==> config.mk <==
export PLATFORM = sky130hd
export DESIGN_NAME = qdr2_b2_ctrl
export DESIGN_NICKNAME = d
export VERILOG_FILES = /design/src/rtl/qdr2_pkg.sv /design/src/rtl/qdr2_rd_pipe.sv /design/src/rtl/qdr2_b2_ctrl.sv
export SDC_FILE = /design/constraint.sdc
export NUM_CORES = 1
export LEC_CHECK = 0
export BUFFER_PORTS_ARGS = -buffer_cell sky130_fd_sc_hd__buf_2
export CAP_MARGIN = 20
export CORE_MARGIN = 4
export CORE_UTILIZATION = 50
export CTS_BUF_LIST = sky130_fd_sc_hd__clkbuf_8
export DETAILED_ROUTE_END_ITERATION = 8
export PLACE_DENSITY = 0.8
export SETUP_SLACK_MARGIN = 0.02
export SYNTH_ARGS = -nofsm -noshare
export SYNTH_HDL_FRONTEND = slang
export SYNTH_SLANG_ARGS = --single-unit
==> constraint.sdc <==
create_clock -name clk -period 3 [get_ports clk]
set_input_delay 0.45 -clock clk [delete_from_list [all_inputs] [get_ports clk]]
set_output_delay 0.45 -clock clk [all_outputs]
set_load 0.05 [all_outputs]
==> src/rtl/qdr2_pkg.sv <==
// Shared widths, init FSM states and idle encodings for the QDR-II burst-of-2 x36 controller.
package qdr2_pkg;
  localparam int BEAT_W  = 36;
  localparam int BURST_W = 72;
  localparam int LANE_W  = 9;
  localparam int LANES   = BEAT_W / LANE_W;

  localparam logic [LANES-1:0] BWS_IDLE = 4'hF;

  typedef enum logic [1:0] {INIT_DOFF, INIT_LOCK, RUN} init_state_t;

  // Byte enables are active high on the host side, byte write selects active low on the pins.
  function automatic logic [LANES-1:0] bws_of(input logic [LANES-1:0] be);
    return ~be;
  endfunction
endpackage

==> src/rtl/qdr2_rd_pipe.sv <==
// Read return path: RD_LAT-deep valid+tag shift register aligned to the captured q pair,
// followed by the registered response stage. Everything is cleared by rst_n.
module qdr2_rd_pipe
  import qdr2_pkg::*;
#(
  parameter int RD_LAT = 3,
  parameter int TAG_W  = 4
) (
  input  logic               clk,
  input  logic               rst_n,
  input  logic               issue,
  input  logic [TAG_W-1:0]   issue_tag,
  input  logic [BEAT_W-1:0]  q_rise,
  input  logic [BEAT_W-1:0]  q_fall,
  output logic               rsp_valid,
  output logic [BURST_W-1:0] rsp_data,
  output logic [TAG_W-1:0]   rsp_tag
);
  logic [RD_LAT-1:0] vld_sr;
  logic [TAG_W-1:0]  tag_sr [RD_LAT];

  // issue is the registered rps cycle, so the last stage lines up with the cycle q is presented.
  always_ff @(posedge clk or negedge rst_n) begin
    if (!rst_n) begin
      vld_sr    <= '0;
      for (int i = 0; i < RD_LAT; i++) tag_sr[i] <= '0;
      rsp_valid <= 1'b0;
      rsp_data  <= '0;
      rsp_tag   <= '0;
    end else begin
      vld_sr[0] <= issue;
      tag_sr[0] <= issue_tag;
      for (int i = 1; i < RD_LAT; i++) begin
        vld_sr[i] <= vld_sr[i-1];
        tag_sr[i] <= tag_sr[i-1];
      end
      rsp_valid <= vld_sr[RD_LAT-1];
      if (vld_sr[RD_LAT-1]) begin
        rsp_data <= {q_fall, q_rise};
        rsp_tag  <= tag_sr[RD_LAT-1];
      end
    end
  end
endmodule

==> src/rtl/qdr2_b2_ctrl.sv <==
// QDR-II B2 x36 host controller: DOFF/DLL start-up, SDR rise/fall pin pairs, tagged fixed-latency reads.
// Byte-lane write masking is compiled in with QDR2_CTRL_BYTE_MASK_EN; otherwise all writes are full bursts.
module qdr2_b2_ctrl
  import qdr2_pkg::*;
#(
  parameter int AW       = 19,
  parameter int RD_LAT   = 3,
  parameter int TAG_W    = 4,
  parameter int DOFF_CYC = 16,
  parameter int LOCK_CYC = 1024
) (
  input  logic               clk,
  input  logic               rst_n,
  input  logic               wr_valid,
  output logic               wr_ready,
  input  logic [AW-1:0]      wr_addr,
  input  logic [BURST_W-1:0] wr_data,
  input  logic [7:0]         wr_be,
  input  logic               rd_valid,
  output logic               rd_ready,
  input  logic [AW-1:0]      rd_addr,
  input  logic [TAG_W-1:0]   rd_tag,
  output logic               rsp_valid,
  output logic [BURST_W-1:0] rsp_data,
  output logic [TAG_W-1:0]   rsp_tag,
  output logic               qdr_rps_n,
  output logic               qdr_wps_n,
  output logic [AW-1:0]      qdr_a_rise,
  output logic [AW-1:0]      qdr_a_fall,
  output logic [BEAT_W-1:0]  qdr_d_rise,
  output logic [BEAT_W-1:0]  qdr_d_fall,
  output logic [LANES-1:0]   qdr_bws_n_rise,
  output logic [LANES-1:0]   qdr_bws_n_fall,
  input  logic [BEAT_W-1:0]  qdr_q_rise,
  input  logic [BEAT_W-1:0]  qdr_q_fall,
  output logic               qdr_doff_n,
  output logic               cal_done
);
  localparam int CNT_MAX = (DOFF_CYC > LOCK_CYC) ? DOFF_CYC : LOCK_CYC;
  localparam int CNT_W   = $clog2(CNT_MAX + 2);

  init_state_t        state;
  logic [CNT_W-1:0]   cnt;
  logic               wr_fire;
  logic               rd_fire;
  logic               wd_pend;
  logic [BURST_W-1:0] wdat_q;
  logic [TAG_W-1:0]   rtag_q;
`ifdef QDR2_CTRL_BYTE_MASK_EN
  logic [7:0]         wbe_q;
`else
  logic               unused_be;
  assign unused_be = ^wr_be;
`endif

  assign wr_ready = (state == RUN);
  assign rd_ready = (state == RUN);
  assign wr_fire  = wr_valid & wr_ready;
  assign rd_fire  = rd_valid & rd_ready;

  // Counters saturate; a zero-length phase still occupies exactly one cycle.
  always_ff @(posedge clk or negedge rst_n) begin
    if (!rst_n) begin
      state      <= INIT_DOFF;
      cnt        <= '0;
      qdr_doff_n <= 1'b0;
      cal_done   <= 1'b0;
    end else begin
      case (state)
        INIT_DOFF: begin
          if (int'(cnt) + 1 >= DOFF_CYC) begin
            state      <= INIT_LOCK;
            qdr_doff_n <= 1'b1;
            cnt        <= '0;
          end else if (cnt != '1) begin
            cnt <= cnt + CNT_W'(1);
          end
        end
        INIT_LOCK: begin
          if (int'(cnt) + 1 >= LOCK_CYC) begin
            state    <= RUN;
            cal_done <= 1'b1;
            cnt      <= '0;
          end else if (cnt != '1) begin
            cnt <= cnt + CNT_W'(1);
          end
        end
        RUN:     state <= RUN;
        default: state <= INIT_DOFF;
      endcase
    end
  end

  // Command/address go out one cycle after accept; write data follows one cycle later.
  always_ff @(posedge clk or negedge rst_n) begin
    if (!rst_n) begin
      qdr_rps_n      <= 1'b1;
      qdr_wps_n      <= 1'b1;
      qdr_a_rise     <= '0;
      qdr_a_fall     <= '0;
      qdr_d_rise     <= '0;
      qdr_d_fall     <= '0;
      qdr_bws_n_rise <= BWS_IDLE;
      qdr_bws_n_fall <= BWS_IDLE;
      wd_pend        <= 1'b0;
      wdat_q         <= '0;
      rtag_q         <= '0;
`ifdef QDR2_CTRL_BYTE_MASK_EN
      wbe_q          <= '0;
`endif
    end else begin
      qdr_rps_n <= ~rd_fire;
      qdr_wps_n <= ~wr_fire;
      wd_pend   <= wr_fire;
      if (rd_fire) begin
        qdr_a_rise <= rd_addr;
        rtag_q     <= rd_tag;
      end
      if (wr_fire) begin
        qdr_a_fall <= wr_addr;
        wdat_q     <= wr_data;
`ifdef QDR2_CTRL_BYTE_MASK_EN
        wbe_q      <= wr_be;
`endif
      end
      if (wd_pend) begin
        qdr_d_rise <= wdat_q[BEAT_W-1:0];
        qdr_d_fall <= wdat_q[BURST_W-1:BEAT_W];
`ifdef QDR2_CTRL_BYTE_MASK_EN
        qdr_bws_n_rise <= bws_of(wbe_q[LANES-1:0]);
        qdr_bws_n_fall <= bws_of(wbe_q[2*LANES-1:LANES]);
`else
        qdr_bws_n_rise <= '0;
        qdr_bws_n_fall <= '0;
`endif
      end else begin
        qdr_bws_n_rise <= BWS_IDLE;
        qdr_bws_n_fall <= BWS_IDLE;
      end
    end
  end

  qdr2_rd_pipe #(.RD_LAT(RD_LAT), .TAG_W(TAG_W)) u_rd_pipe (
    .clk       (clk),
    .rst_n     (rst_n),
    .issue     (~qdr_rps_n),
    .issue_tag (rtag_q),
    .q_rise    (qdr_q_rise),
    .q_fall    (qdr_q_fall),
    .rsp_valid (rsp_valid),
    .rsp_data  (rsp_data),
    .rsp_tag   (rsp_tag)
  );
endmodule

==> flow_summary.ini, run 1 <==
[run_status]
status = finished clean

[yosys]
synth_area_sq_um = 11300
ys_warn_count = 0
synth_top_family_by_area = multiplexers
synthCells = 704
synth-simple-area-share_pct = 2.47
synth_seq_cells = 297
yosysUniqueCellTypes = 47
synthFlopType = dfrtp_1
syn_avg_cell_area_sq_um = 16.0
seq_area_frac_synth_pct = 65.9
synthMuxAreaShare_pct = 26.5
synth_xor_area_share_pct = 0.155
synth-edff-count = 0
synth_compound_area_share_pct = 2.34
syn_nets = 907
synth_fa_ha_area_share_pct = 0.554
async_reset_ff_share_pct = 100

[layout]
multi_input_area_sq_um = 3610
regArea_sq_um = 7440
syn_to_final_growth_pct = 28.9
fin_nets = 1318
fill_cells = 1635
final_layout_size_suffix_gt1_share_pct = 66.0

[drt]
via_count = 7270
dr.pass1.iters = 4
vias_per_cell = 5.06
wirelength_mm = 26.3
drc_errors = 0
antenna_left = 0
dr.first_iter.drc_count = 332
wl_per_cell_microns = 18.3

[min_path]
holdPathStages = 2
hp-class = in -> reg

[floorplanning]
die_h_microns = 158
die_w_microns = 158
core_area_sq_um = 22000
rows = 54
ios = 399
initial_core_util_pct = 51.2
die-area_sq_um = 25000

[power]
p_clk_share_pct = 44.6
leakage_nw = 8.29
p_per_area_nw_per_um2 = 523
seq_power_share_pct = 52.7
p_comb_share_pct = 2.7
switching_share_pct = 21.5
p_sw_mw = 1.64
p_int_mw = 5.97
ir_worst_vdd_v = 0.000456

[critical_path]
crit_required_ps = 3420
r2r_slack_ps = 460
arrival_ps = 2960
worstRegToRegCells = 7
critPathLaunchType = register
crit_fanout = 7
worstSetupPathType = reg -> reg
crit_path_end_kind = register

[global_routing]
grt_max_degree = 76
antenna_found_initial = 6
grt_pass1_wl_mm = 40.4
gr-total-overflow = 0
grt_usage_pct = 20.4
grt_pass1_vias = 7899

[clock_tree]
post-cts-setup-buffers = 0
root_buffer = clkbuf_8
cts_tree = built
cts.reportedPaths.clkPinSlew_ps = 60
clock_latency_ps = 540
clock_sinks = 297
htree_levels = 2
clock_path_buffers = 3
cts_buffers = 48

[timing]
period_share_pct = 84.6
hold_ws_ps = 90.4
finalCriticalPeriod_ps = 2540
skew_ps = 19.8
setup_tns_ps = 0
clock.fmax_mhz = 394
fin_ws_ps = 461
relSlewSlack_pct = 55.2
rsz0062_at_grt = no
hold_viol = 0
setup_viol = 0
maxSlewViolCount = 0
tightest_slew_ps = 670

[placed_design]
globalplace.congestion = 0.841
pre_cts_slack_ps = 495
dp_hpwl_mm = 19.2
port_buffers = 390

[flow_run]
maxCapViolCount = 0
[repair_timing]
action                                  in CTS  in global routing
resized for setup                            0                  0
endpoints found under the hold margin       67                  0
endpoints found under the setup margin       0                  0
hold buffers                                 1                  0
[registers in the layout (all words and copies together), names as in the netlist, 4 cells and up]
register / flops
u_rd_pipe.rsp_tag: 4
rtag_q: 4
qdr_d_fall: 36
u_rd_pipe.tag_sr: 12
u_rd_pipe.rsp_data: 72
qdr_d_rise: 36
wdat_q: 72
cnt: 11
qdr_a_rise: 19
qdr_a_fall: 19
[routing by layer]
metal	part of all wire, %	up-vias	global-route usage (%)
li1	-	3334	-
met4	3.0	0	8.65
met1	35	3569	22.4
met3	8.3	61	5.90
met5	0	-	0
met2	53	306	36.6
[layout make-up]
| cell class | instances | area share (%) |
|---|---|---|
| Sequential cell | 297 | 51.1 |
| Clock inverter | 25 | 0.989 |
| Inverter | 9 | 0.241 |
| Tap cell | 280 | 2.41 |
| Antenna cell | 7 | 0.120 |
| Timing Repair Buffer | 403 | 14.7 |
| Multi-Input combinational cell | 356 | 24.8 |
| Clock buffer | 59 | 5.58 |
[placed cells by master (no fill, tap or decap), types with 2 or more instances in the layout]
| cell | n |
|---|---|
| dfrtp_1 | 292 |
| nor2_1 | 13 |
| o22ai_1 | 2 |
| inv_1 | 20 |
| xnor2_1 | 2 |
| nand2_1 | 7 |
| clkinv_2 | 10 |
| or2_2 | 2 |
| nand4_1 | 3 |
| a21oi_1 | 7 |
| a211o_2 | 2 |
| o21ai_0 | 5 |
| nand3_1 | 7 |
| o31ai_1 | 2 |
| o2bb2ai_1 | 4 |
| dfrtp_2 | 2 |
| buf_12 | 6 |
| and3_1 | 5 |
| clkinvlp_4 | 2 |
| a31oi_1 | 4 |
| diode_2 | 7 |
| ha_1 | 5 |
| buf_2 | 389 |
| o221ai_1 | 2 |
| dfstp_2 | 3 |
| clkbuf_8 | 59 |
| mux2_2 | 262 |
| a21o_1 | 2 |
| buf_4 | 6 |
[kinds of logic (layout without fill, tap and decap cells)]
logic type,after synthesis,in the layout
compound gates,36,36
buf+inv,51,496
xor+xnor,2,2
flops,297,297
mux,265,265
fa+ha+maj,5,5
simple gates,48,48
other cells,0,7
[worst max-delay path, stage by stage, from the launching register on]
cell and delay, ps:
dfrtp_1 450, ha_1 270, nand3_4 140, a211o_2 350
o21ai_0 430, and3_1 300, o21ai_0 170, a211oi_1 320
[through the flow]
stage               instances  utilization [%]  power (mW)  area [sq um]
floorplan                 704                -        4.08         11300
CTS                      1429             66.0        7.72         14500
finish                   1436             66.0        7.61         14500
detailed placement       1344             61.6        4.29         13600
global placement         1344             61.6        4.29         13600
global route             1435             66.0        7.94         14500
[synthesized netlist by cell type (3+ instances only)]
master       n  area share (%)
dfrtp_1    294              65
mux2_2     262              26
clkbuf_1    25            0.83
nor2_1      13            0.43
buf_4        9            0.60
inv_1        9            0.30
a21oi_1      7            0.31
nand2_1      7            0.23
nand3_1      7            0.31
and3_1       5            0.28
buf_1        5            0.17
ha_1         5            0.55
o21ai_0      5            0.22
a31oi_1      4            0.22
o2bb2ai_1    4            0.31
dfstp_2      3            0.70
nand4_1      3            0.17
[final timing paths]
check	start	end
max	cnt[0]$_DFFE_PN0P_	cnt[8]$_DFFE_PN0P_
min	wr_valid	qdr_wps_n$_DFF_PN1_
max reg2reg	cnt[0]$_DFFE_PN0P_	cnt[8]$_DFFE_PN0P_
min reg2reg	u_rd_pipe.tag_sr[11]$_DFF_PN0_	u_rd_pipe.tag_sr[7]$_DFF_PN0_
max in group asynchronous	rst_n	u_rd_pipe.rsp_valid$_DFF_PN0_
min in group asynchronous	rst_n	qdr_d_fall[10]$_DFFE_PN0P_
[power by group through the flow]
stage / Clock, mW / Combinational [mW] / Sequential [mW]
CTS: 3.50 / 0.216 / 4.01
detailed placement: 0 / 0.214 / 4.08
global route: 3.70 / 0.237 / 4.00
global placement: 0 / 0.208 / 4.08
floorplan: 0 / 0.00213 / 4.08
finish: 3.39 / 0.208 / 4.01
No activity file was read; power rests on OpenSTA's default activity.
==> run 2, diff against run 1 <==
--- a/config.mk
+++ b/config.mk
@@ -5,6 +5,7 @@
 export SDC_FILE = /design/constraint.sdc
 export NUM_CORES = 1
 export LEC_CHECK = 0
+export ABC_AREA = 1
 export BUFFER_PORTS_ARGS = -buffer_cell sky130_fd_sc_hd__buf_2
 export CAP_MARGIN = 20
 export CORE_MARGIN = 4
==> constraint.sdc (replaced) <==
create_clock -name clk -period 2.6 [get_ports clk]
set_input_delay 0.39 -clock clk [delete_from_list [all_inputs] [get_ports clk]]
set_output_delay 0.39 -clock clk [all_outputs]
set_load 0.05 [all_outputs]
==> run 2 against run 1 <==
Net effect:
- via count is 20% higher
- non-clock buffer count up 11
- flip-flop and latch count is the same
==> flow_summary.ini, run 2 <==
[yosys]
seq_area_frac_synth_pct = 65.9
yosys.area.top_type = dfrtp_1
async_reset_ff_share_pct = 100
synth_top_area_share_pct = 65.2
yosysMostFrequentCell = nand2_1
ys_warn_count = 0
synthFlopType = dfrtp_1
synthTopCellsByArea = dfrtp_1 65%, nand2_1 18%, mux2_2 9.9%, clkbuf_1 1.1%, nand3_1 0.84%
syn_nets = 1278
synth-edff-count = 0
synth_seq_cells = 297
netlist_top_cells_count = 534 x nand2_1, 294 x dfrtp_1, 99 x mux2_2
yosysUniqueCellTypes = 26
synth_area_sq_um = 11300
syn_avg_cell_area_sq_um = 10.5
synthCells = 1075

[floorplanning]
core_area_sq_um = 22000
die_w_microns = 158
initial_core_util_pct = 51.2
die_h_microns = 158
die-area_sq_um = 25000
rows = 54
ios = 399

[clock_tree]
hold_buffers = 12
cts.reportedPaths.clkPinSlew_ps = 60
post-cts-setup-buffers = 0
clock_path_buffers = 3
clock_latency_ps = 550
root_buffer = clkbuf_8
cts_resized = 0
htree_levels = 2
clock_sinks = 297
cts_buffers = 47
cts_tree = built

[global_routing]
grt_pass1_wl_mm = 44.7
gr-total-overflow = 0
grt_max_degree = 83
grt_pass1_vias = 8966
antenna_found_initial = 4
grt_usage_pct = 22.3

[placed_design]
globalplace.congestion = 0.866
dp_hpwl_mm = 19.6
port_buffers = 390

[layout]
syn_to_final_growth_pct = 30.2
layout_common_cells = 533 x nand2_1, 389 x buf_2, 292 x dfrtp_1
fin_nets = 1686
final_common_cell = nand2_1
final_layout_size_suffix_gt1_share_pct = 38.6
fill_cells = 1753
largest_registers = u_rd_pipe.rsp_data x72, wdat_q x72

[timing]
maxSlewViolCount = 0
hold_viol = 0
clock.fmax_mhz = 492
finalCriticalPeriod_ps = 2030
setup_viol = 0
hold_ws_ps = 33.6
rsz0062_at_grt = no
relSlewSlack_pct = 44.8
skew_ps = 20.7
period_share_pct = 78.1
setup_tns_ps = 0
tightest_slew_ps = 828

[power]
p_per_area_nw_per_um2 = 613
switching_share_pct = 21.3
p_int_mw = 7.09
power_mw = 9.01
seq_power_share_pct = 51.3
p_sw_mw = 1.92
ir_worst_vdd_v = 0.000412
leakage_nw = 8.94
p_clk_share_pct = 45.8
p_comb_share_pct = 2.9

[critical_path]
crit_fanout = 4
arrival_ps = 1640
worstSetupPathType = reg -> out
crit_path_end_kind = primary output
crit_required_ps = 2210
critPathLaunchType = register

[flow_run]
maxCapViolCount = 0

[min_path]
hp-class = in -> reg

[drt]
via_count = 8758
dr.pass1.iters = 4
antenna_left = 0
wirelength_mm = 28.3
vias_per_cell = 4.85
drc_errors = 0
wl_per_cell_microns = 15.7
dr.first_iter.drc_count = 561

[run_status]
status = finished clean
-- run 2: final timing paths --
path	start	end	slack, ps	depth (start not counted)
worst max-delay path	state[0]$_DFFE_PN0P_	rd_ready	570	3
worst min register to register	u_rd_pipe.vld_sr[1]$_DFF_PN0_	u_rd_pipe.vld_sr[2]$_DFF_PN0_	350	0
worst min-delay path	wr_data[26]	wdat_q[26]$_DFFE_PN0P_	30	3
min in group asynchronous	rst_n	qdr_d_rise[26]$_DFFE_PN0P_	400	2
worst max register to register	state[1]$_DFFE_PN0P_	cnt[2]$_DFFE_PN0P_	760	8
max in group asynchronous	rst_n	qdr_rps_n$_DFF_PN1_	1380	3
-- run 2: worst max-delay path, cell delays in order, from the launching register on --
cell and delay (ps):
dfrtp_1 400, inv_1 90, ha_1 290, buf_2 310
-- run 2: cells by family after synthesis --
| logic type | Yosys count | synth area share (%) |
|---|---|---|
| and+or+nand+nor | 578 | 19.8 |
| AOI/OAI and AO/OA | 17 | 0.810 |
| xor gates and xnor gates | 2 | 0.155 |
| DFF | 297 | 65.9 |
| adders and majority gates | 5 | 0.555 |
| muxes | 99 | 9.88 |
| buffers and inverters | 77 | 2.90 |
-- run 2: per-layer routing --
metal / up-vias / wire [microns] / global-route usage, %
met5: - / 26 / 0
met4: 4 / 987 / 9.63
met3: 68 / 2140 / 5.19
met2: 321 / 14600 / 39.0
met1: 4174 / 10600 / 26.4
li1: 4191 / - / -
-- run 2: cell type report --
cell class / count / area [sq um] / share of cell area, %
antenna: 3 / 7.51 / 0.0511
clock buffer: 62 / 853 / 5.81
clock inverter: 26 / 170 / 1.16
inverter: 22 / 82.6 / 0.562
multi-input combinational: 701 / 3520 / 24.0
sequential: 297 / 7440 / 50.7
tap: 280 / 350 / 2.39
timing repair buffer: 414 / 2260 / 15.4
-- run 2: power by group through the flow --
stage / clock (mW) / combinational [mW] / sequential, mW
6_report: 4.13 / 0.258 / 4.62
5_1_grt: 4.48 / 0.294 / 4.62
4_1_cts: 4.25 / 0.269 / 4.62
3_5_place_dp: 0 / 0.252 / 4.71
3_3_place_gp: 0 / 0.249 / 4.71
2_1_floorplan: 0 / 0.00130 / 4.71
-- run 2: through the flow --
stage                     cell area (sq um)  util, %  instances  setup WS, ps
after floorplan                       11300        -       1075           684
after global placement                13500     61.4       1702           857
after detailed placement              13500     61.4       1702           798
after CTS                             14700     66.6       1802           505
after global routing                  14700     66.7       1804           434
final                                 14700     66.7       1805           568
==> run 3, diff against run 2 <==
==> constraint.sdc (replaced) <==
create_clock -name clk -period 2 [get_ports clk]
set_input_delay 0.3 -clock clk [delete_from_list [all_inputs] [get_ports clk]]
set_output_delay 0.3 -clock clk [all_outputs]
set_load 0.05 [all_outputs]
==> run 3 against run 2 <==
Net effect:
- via count rose by 13%
- total power rose by 32%
- worst hold slack worse by 1.7 ps
- highest routed layer unchanged
==> flow_summary.ini, run 3 (same netlist as run 2, synthesis figures left out) <==
[run_status]
status = finished clean

[critical_path]
r2r_slack_ps = 200
worstRegToRegCells = 9
arrival_ps = 1550
crit_path_end_kind = primary output
crit_path_end = rd_ready
rr_endpoint = cal_done$_DFFE_PN0P_
worstSetupPathType = reg -> out
startpoint = state[0]$_DFFE_PN0P_
critPathLaunchType = register
crit_fanout = 4
crit_required_ps = 1700
r2r_start = cnt[0]$_DFFE_PN0P_

[drt]
antenna_left = 0
met3_length_mm = 2.38
dr.first_iter.drc_count = 622
vias_per_cell = 5.03
wl_met1_mm = 12.5
wirelength_mm = 35.4
dr.pass1.iters = 7
top_layer = met5
wl_met2_mm = 18.3
wl_per_cell_microns = 17.9
drc_errors = 0
via_count = 9934

[timing]
finalCriticalPeriod_ps = 1850
skew_ps = 18.2
setup_tns_ps = 0
setup_viol = 0
tightest_slew_ps = 807
rsz0062_at_grt = no
relSlewSlack_pct = 46.2
period_share_pct = 92.7
hold_viol = 0
maxSlewViolCount = 0
clock.fmax_mhz = 540

[layout]
syn_to_final_growth_pct = 45.6
regArea_sq_um = 7440
final_layout_size_suffix_gt1_share_pct = 35.3
final_cell_area_sq_um = 16400
layout_common_cells = 533 x nand2_1, 387 x buf_2, 292 x dfrtp_1
largest_registers = u_rd_pipe.rsp_data x72, wdat_q x72
multi_input_area_sq_um = 3530
fin_nets = 1863
final_common_cell = nand2_1
fill_cells = 1379

[clock_tree]
htree_levels = 2
cts.reportedPaths.clkPinSlew_ps = 60
cts_tree = built
root_buffer = clkbuf_8
cts_buffers = 47
clock_path_buffers = 3
clock_latency_ps = 560
clock_sinks = 297

[global_routing]
antenna_found_initial = 2
grt_pass1_vias = 10600
gr-total-overflow = 0
grt_usage_pct = 27.9
grt_pass1_wl_mm = 54.8
grt_max_degree = 93

[power]
power_mw = 11.9
ir_worst_vdd_v = 0.000526
leakage_nw = 9.64
p_per_area_nw_per_um2 = 723

[placed_design]
port_buffers = 390
dp_hpwl_mm = 19.9
globalplace.congestion = 0.880
place_area_sq_um = 13600

[floorplanning]
die-area_sq_um = 25000
core_area_sq_um = 22000
initial_core_util_pct = 51.2
ios = 399
rows = 54
die_w_microns = 158
die_h_microns = 158

[flow_run]
maxCapViolCount = 0

[min_path]
hp-class = in -> reg
run 3: cell count changes in the layout (fill, tap and decap cells not counted), moves of 3 or more:
cell / change
inv_1: -7
buf_4: +3
buf_12: +3
clkinv_2: +4
dlygate4sd3_1: +171
run 3: power by group:
| group | switching [mW] | internal (mW) | leakage [nW] |
|---|---|---|---|
| clock network | 2.40 | 2.83 | 0.543 |
| logic | 0.250 | 0.381 | 4.97 |
| registers | 0 | 6.01 | 4.12 |
| total | 2.65 | 9.22 | 9.64 |
run 3: worst min path at each step:
stage | slack [ps] | to | startpoint | cells past startpoint
after CTS | 20 | u_rd_pipe.rsp_data[48]$_DFFE_PN0P_ | qdr_q_fall[12] | 2
after global routing | 10 | u_rd_pipe.rsp_data[48]$_DFFE_PN0P_ | qdr_q_fall[12] | 2
after detailed placement | 210 | qdr_d_rise[26]$_DFFE_PN0P_ | rst_n | 1
final | 30 | u_rd_pipe.rsp_data[48]$_DFFE_PN0P_ | qdr_q_fall[12] | 2
after global placement | 210 | qdr_d_rise[26]$_DFFE_PN0P_ | rst_n | 1
after floorplan | 4 | cal_done$_DFFE_PN0P_ | rst_n | 0
run 3: cell type report:
type	count	area share (%)
clock inverter	23	0.808
timing repair buffer	591	24.7
tap	280	2.13
clock buffer	60	5.03
inverter	22	0.503
antenna	2	0.0305
sequential	297	45.3
multi-input combinational	701	21.5
run 3: per-stage QoR:
stage | util (%) | setup slack (ps) | instances | hold slack, ps
2_1_floorplan | - | 83.7 | 1075 | 4.41
3_3_place_gp | 61.8 | 280 | 1708 | 205
3_5_place_dp | 61.8 | 175 | 1708 | 206
4_1_cts | 74.5 | 16.1 | 1974 | 16.3
5_1_grt | 74.5 | 20.9 | 1975 | 13.3
6_report | 74.6 | 147 | 1976 | 31.8
run 3: repair_timing:
action / CTS / global route
cloned: 0 / 0
resized for setup: 0 / 5
hold endpoints to repair: 243 / 0
setup buffers: 0 / 0
hold buffers: 183 / 0
endpoints found under the setup margin: 2 / 4
run 3: metal layers:
| metal | global-route usage, % | vias to the layer above |
|---|---|---|
| met3 | 7.05 | 164 |
| li1 | - | 4533 |
| met2 | 49.4 | 466 |
| met5 | 0 | - |
| met4 | 16.1 | 2 |
| met1 | 30.1 | 4769 |
run 3: critical path, stage by stage (launching register included):
cell and delay, ps:
dfrtp_1 400, inv_1 90, ha_2 250, clkbuf_4 260
